==> src/rtl/pulse_safety_monitor_pkg.sv <==
// Shared types for the pulse safety monitor: FSM encoding, status bit map, fault slots.
package pulse_safety_monitor_pkg;

    typedef enum logic [1:0] {
        S_IDLE = 2'd0,
        S_WAIT = 2'd1,
        S_HIGH = 2'd2,
        S_LOW  = 2'd3
    } mon_state_e;

    // monitor_status bit positions as seen over I2C
    localparam int ST_SHORT   = 0;
    localparam int ST_LONG    = 1;
    localparam int ST_RATE    = 2;
    localparam int ST_ANY     = 3;
    localparam int ST_TRIG    = 4;
    localparam int ST_ARMED   = 5;
    localparam int ST_INPULSE = 6;
    localparam int ST_EN      = 7;

    // sticky fault slots, laid out to match status[2:0]
    localparam int F_SHORT    = 0;
    localparam int F_LONG     = 1;
    localparam int F_RATE     = 2;
    localparam int NUM_FAULTS = 3;

    typedef logic [NUM_FAULTS-1:0] fault_t;

endpackage

==> src/rtl/pulse_safety_monitor_sync.sv <==
// Brings the asynchronous trigger into the clk domain and derives edge strobes.
module trig_sync #(
    parameter int SYNC_STAGES = 2
) (
    input  logic clk,
    input  logic rst_n,
    input  logic trig_in,
    output logic trig_s,
    output logic rise,
    output logic fall
);

    logic [SYNC_STAGES-1:0] sync_q;
    logic                   trig_d_q;

    // Synchronizer chain plus one extra delay for edge detection
    always_ff @(posedge clk or negedge rst_n) begin
        if (!rst_n) begin
            sync_q   <= '0;
            trig_d_q <= 1'b0;
        end else begin
            sync_q   <= {sync_q[SYNC_STAGES-2:0], trig_in};
            trig_d_q <= sync_q[SYNC_STAGES-1];
        end
    end

    assign trig_s = sync_q[SYNC_STAGES-1];
    assign rise   = trig_s & ~trig_d_q;
    assign fall   = ~trig_s & trig_d_q;

endmodule

==> src/rtl/pulse_safety_monitor.sv <==
// Laser trigger pulse monitor: width/rate checks, sticky faults, laser-enable interlock.
module pulse_safety_monitor
    import pulse_safety_monitor_pkg::*;
#(
    parameter int SYNC_STAGES = 2,
    parameter int CNT_W       = 32
) (
    input  logic             clk,
    input  logic             rst_n,
    input  logic             trig_in,
    input  logic             enable,
    input  logic             clear_faults,
    input  logic [CNT_W-1:0] pulse_width_lower_limit,
    input  logic [CNT_W-1:0] pulse_width_upper_limit,
    input  logic [CNT_W-1:0] rate_lower_limit,
    output logic             laser_en_gate,
    output logic [7:0]       monitor_status,
    output logic [CNT_W-1:0] last_width
);

    logic trig_s, rise, fall;

    trig_sync #(
        .SYNC_STAGES(SYNC_STAGES)
    ) u_sync (
        .clk    (clk),
        .rst_n  (rst_n),
        .trig_in(trig_in),
        .trig_s (trig_s),
        .rise   (rise),
        .fall   (fall)
    );

    mon_state_e       state_q, state_d;
    logic [CNT_W-1:0] width_q, width_d;
    logic [CNT_W-1:0] period_q, period_d;
    logic [CNT_W-1:0] lo_sh_q, lo_sh_d;
    logic [CNT_W-1:0] up_sh_q, up_sh_d;
    logic [CNT_W-1:0] rate_sh_q, rate_sh_d;
    logic [CNT_W-1:0] last_w_q, last_w_d;
    fault_t           fault_q, fault_d, fault_set;
    logic             armed_q, armed_d;
    logic             gate_q, gate_d;
    logic             en_q;
    logic [7:0]       status;

    // Counters stick at all-ones so a stuck trigger never looks like a fresh short count
    function automatic logic [CNT_W-1:0] sat_inc(input logic [CNT_W-1:0] v);
        return (&v) ? v : v + CNT_W'(1);
    endfunction

    // Next-state: FSM, counters, shadow limits, fault detection and gate
    always_comb begin
        state_d   = state_q;
        width_d   = width_q;
        period_d  = period_q;
        lo_sh_d   = lo_sh_q;
        up_sh_d   = up_sh_q;
        rate_sh_d = rate_sh_q;
        last_w_d  = last_w_q;
        armed_d   = armed_q;
        fault_set = '0;

        if (!enable) begin
            // disabling drops everything but the sticky faults and last_width
            state_d  = S_IDLE;
            width_d  = '0;
            period_d = '0;
            armed_d  = 1'b0;
        end else begin
            case (state_q)
                S_IDLE: state_d = S_WAIT;   // an edge seen on this cycle is ignored
                S_WAIT, S_LOW: begin
                    if (rise) begin
                        // snapshot limits so mid-pulse writes only affect the next pulse
                        state_d   = S_HIGH;
                        lo_sh_d   = pulse_width_lower_limit;
                        up_sh_d   = pulse_width_upper_limit;
                        rate_sh_d = rate_lower_limit;
                        if (armed_q && (rate_sh_d != '0) && (period_q < rate_sh_d))
                            fault_set[F_RATE] = 1'b1;
                        armed_d  = 1'b1;
                        width_d  = CNT_W'(1);
                        period_d = CNT_W'(1);
                    end else begin
                        period_d = sat_inc(period_q);
                    end
                end
                S_HIGH: begin
                    period_d = sat_inc(period_q);
                    if (fall) begin
                        state_d  = S_LOW;
                        last_w_d = width_q;
                        if ((lo_sh_q != '0) && (width_q < lo_sh_q))
                            fault_set[F_SHORT] = 1'b1;
                    end else begin
                        width_d = sat_inc(width_q);
                        // flag as soon as the count passes the limit, not at the fall
                        if ((up_sh_q != '0) && (width_d > up_sh_q))
                            fault_set[F_LONG] = 1'b1;
                    end
                end
                default: state_d = S_IDLE;
            endcase
        end

        // a new fault wins over a simultaneous clear
        fault_d = (clear_faults ? fault_t'(0) : fault_q) | fault_set;
        gate_d  = enable & ~(|fault_d);
    end

    // State and datapath registers; async reset forces the laser off
    always_ff @(posedge clk or negedge rst_n) begin
        if (!rst_n) begin
            state_q   <= S_IDLE;
            width_q   <= '0;
            period_q  <= '0;
            lo_sh_q   <= '0;
            up_sh_q   <= '0;
            rate_sh_q <= '0;
            last_w_q  <= '0;
            fault_q   <= '0;
            armed_q   <= 1'b0;
            gate_q    <= 1'b0;
            en_q      <= 1'b0;
        end else begin
            state_q   <= state_d;
            width_q   <= width_d;
            period_q  <= period_d;
            lo_sh_q   <= lo_sh_d;
            up_sh_q   <= up_sh_d;
            rate_sh_q <= rate_sh_d;
            last_w_q  <= last_w_d;
            fault_q   <= fault_d;
            armed_q   <= armed_d;
            gate_q    <= gate_d;
            en_q      <= enable;
        end
    end

    // Pack the status word for register-bank readback
    always_comb begin
        status             = '0;
        status[ST_SHORT]   = fault_q[F_SHORT];
        status[ST_LONG]    = fault_q[F_LONG];
        status[ST_RATE]    = fault_q[F_RATE];
        status[ST_ANY]     = |fault_q;
        status[ST_TRIG]    = trig_s;
        status[ST_ARMED]   = armed_q;
        status[ST_INPULSE] = (state_q == S_HIGH);
        status[ST_EN]      = en_q;
    end

    assign monitor_status = status;
    assign laser_en_gate  = gate_q;
    assign last_width     = last_w_q;

endmodule
==> config.mk <==
export PLATFORM = sky130hd
export DESIGN_NAME = pulse_safety_monitor
export DESIGN_NICKNAME = d
export VERILOG_FILES = /design/src/rtl/pulse_safety_monitor_pkg.sv /design/src/rtl/pulse_safety_monitor_sync.sv /design/src/rtl/pulse_safety_monitor.sv
export SDC_FILE = /design/constraint.sdc
export NUM_CORES = 1
export LEC_CHECK = 0
export CAP_MARGIN = 10
export CORE_MARGIN = 2
export CORE_UTILIZATION = 56
export DETAILED_ROUTE_END_ITERATION = 8
export GPL_ROUTABILITY_DRIVEN = 0
export MAX_ROUTING_LAYER = met4
export PLACE_DENSITY = 0.85
export SLEW_MARGIN = 20
export SYNTH_ARGS = -nofsm -noshare
export SYNTH_HDL_FRONTEND = slang
export SYNTH_HIERARCHICAL = 1
export SYNTH_SLANG_ARGS = --single-unit
==> constraint.sdc <==
create_clock -name clk -period 4.4 [get_ports clk]
set_input_delay 1.32 -clock clk [delete_from_list [all_inputs] [get_ports clk]]
set_output_delay 1.32 -clock clk [all_outputs]
set_load 0.05 [all_outputs]
==> run metrics <==
internal power 2.91 mW; hpwl dp 20,300 µm; post-layout minimum cycle time 4.13 ns; antenna violations before repair 0; Post-Synth Simple-Gate Area 16.7%; Adder-Cell Fraction of Synth Area 11.3%; post-synthesis xor/xnor area fraction 2.47%; H-tree depth 4; Setup crit end kind flop; Max-Slew Margin vs Limit 41.4%; Clock Skew 0.0112 ns; final worst-path cycle share 93.9%; Vias per Instance 6.16; WL final 27,700 µm; RSZ-0062 raised after global routing no; DR vias 9,117; Worst Setup Start Kind flop; Worst Path Arrival 4.47 ns; largest net degree at the start of global routing 89; commonest cells after routing, fill and taps aside 169 x dfrtp_1, 140 x clkdlybuf4s50_1, 105 x inv_1; share of the synthesized area in the top cell type 40.2%; Hold Crit Class reg2reg; cells after synthesis 1,109; post-synthesis sequential area ratio 40.2%; P per Cell Area 319 nW/µm²; max_cap viols 0; Core Region 18,700 µm²; final hold vios 0; EDFF count, synth 0; post-CTS setup repair buffer count 0; Leak Pwr 6.07 nW; wire length on met2 13,800 µm; critical path data required time 4.73 ns; Worst Setup EP laser_en_gate; sequential group share of total power 46.3%; Crit. Startpoint width_q[8]; Synth area leader dfrtp_1; compound-cell area share of the yosys netlist 13.2%; FFs w/ async S/R, synth 100%; Longest Clk Path Bufs 2; Yosys warning count 6; DIE AREA 20,100 µm²; Remaining Overflow, GRT 0; Net Switching 1.18 mW; Slew Limit Fails 0; share of cells above drive strength 1 13.7%; synthesized flop and latch total 171; 1st-pass router iterations 6; antenna cell count 0; largest family of logic cells by synthesized area simple AND/OR/NAND/NOR gates; reg2reg start width_q[8]; Layout Nets 1,429; ys flop type dfrtp_1; Avg Cell Area, Syn 9.61 µm²; status complete, no violations; Die Ht 142 µm; drt wl/cell 18.7 µm; Worst Path Max Fanout 7; Die W 142 µm; clk_lat worst skew 0.44 ns; FF-to-FF End laser_en_gate; FF-to-FF path depth 13; ANT nets after route 0; Rows 50; CTS tree done; clock sink count 171; synthesized net count 1,306; final setup fails 0; metal3 WL 1680 µm; Min-Delay Path Depth 0; post-synthesis mux area share 9.72%; Post-route DRC 0; most common cell after layout, fill and taps aside dfrtp_1; Max Freq 242 MHz; Util after Layout 68.5%; Clock Power Share 36.3%; Num CTS Buffers 17; max layer used met4; Total GRT Usage 29.4%; VDD IR max 0.312 mV; Initial Util 57.0%; switching share of power 28.9%; Clock Tree Root clkbuf_16; # IOs 142; CP Class reg2reg; Reg clk slew, reported paths 0.07 ns; Port Buffers 141; post-synthesis cell type count 68; Logic pwr share 17.3%; Hold Buf Count CTS 0; TNS Setup 0 ns; first-pass GRT wire length 45,500 µm; synthesized cell area 10,700 µm²; initial DRC count 893; met1 wire length 11,300 µm; largest cells by area after synthesis dfrtp_1 40%, ha_1 11%, mux2_2 9.7%, o21ai_0 4.3%, inv_1 3.7%; Area Overhead vs Synth 20.3%; worst-margin pin slew 0.875 ns; vias in the first global route 9,052; r2r setup slk 0.27 ns
[flip-flops by register name (all words and copies together) (netlist names)]
signal	count
fault_q	3
period_q	32
state_q	2
width_q	32
up_sh_q	32
u_sync/trig_d_q	1
u_sync/sync_q	2
last_width	32
en_q	1
armed_q	1
lo_sh_q	32
laser_en_gate	1
[power by group through the flow]
stage,combinational (mW),clock [mW],sequential [mW]
2_1_floorplan,0.432,0,1.86
3_3_place_gp,0.667,0,1.91
3_5_place_dp,0.699,0,1.92
4_1_cts,0.710,1.50,1.89
5_1_grt,0.795,1.57,1.91
6_report,0.710,1.49,1.90
[per-stage QoR]
stage                     area, µm²  worst slack (ns)  hold slack, ns  std cells  total power, mW
after floorplan               10700             0.688           0.331       1109             2.29
final                         12800             0.269           0.349       1479             4.09
after global routing          12800            0.0988           0.355       1479             4.28
after CTS                     12800             0.188           0.353       1479             4.10
after detailed placement      12200             0.228           0.339       1447             2.62
after global placement        12200             0.428           0.335       1447             2.58
[cell type report]
class                           count  area, µm²
Multi-Input combinational cell    780       5720
Fill cell                        1374       5890
Clock buffer                       20        467
Sequential cell                   171       4280
Timing Repair Buffer              157       1550
Tap cell                          234        293
Clock inverter                     12        114
Inverter                          105        394
[worst min-delay path by stage]
stage / start / slack, ns / to
3_3_place_gp: u_sync/sync_q[0] / 0.33 / u_sync/sync_q[1]
4_1_cts: u_sync/sync_q[0] / 0.35 / u_sync/sync_q[1]
5_1_grt: u_sync/sync_q[0] / 0.36 / u_sync/sync_q[1]
3_5_place_dp: u_sync/sync_q[0] / 0.34 / u_sync/sync_q[1]
2_1_floorplan: u_sync/sync_q[0] / 0.33 / u_sync/sync_q[1]
6_report: u_sync/sync_q[0] / 0.35 / u_sync/sync_q[1]
[cells by family (layout without fill, tap and decap cells)]
kind of cell / Yosys count / after routing
mux: 92 / 92
flops: 171 / 171
simple gates: 322 / 322
compound gates: 240 / 240
fa+ha+maj: 96 / 96
xor+xnor: 30 / 30
buf+inv: 158 / 294
[cell usage after synthesis (all sizes together) (5+ instances only)]
library cell and number:
dfrtp 171, inv 105, ha 96, o21ai 96, mux2 92, nand2 84
a21oi 63, nor2 58, nand4 38, nand3 37, clkbuf 31, nor4 31
buf 22, xnor2 19, a31oi 18, o31ai 18, nor3 16, and4 13
and3 12, a21o 11, xor2 11, and2 9, a211oi 6, o211ai 6
or3 6, nor2b 5
[worst max-delay path, stage by stage (launching register included)]
cell and delay (ns):
dfrtp_1 0.48, nand4_2 0.21, nor4_4 0.33, nand4_2 0.22
or4_4 0.62, nor2_2 0.18, xor2_1 0.10, ha_1 0.32
nand4_1 0.15, or4_1 0.56, nor3_1 0.27, a21oi_1 0.13
a22o_1 0.20, nor4_1 0.25
[per-layer routing]
layer | global-route usage (%) | up-vias
li1 | - | 4249
met2 | 48.7 | 394
met4 | 10.8 | 0
met5 | - | -
met3 | 5.22 | 75
met1 | 36.4 | 4399
[what timing repair did]
| item | in CTS | in global routing |
|---|---|---|
| endpoints found under the setup margin | 0 | 1 |
| hold endpoints to repair | 0 | 0 |
| resized for setup | 0 | 4 |
No activity file was read; power rests on OpenSTA's default activity.
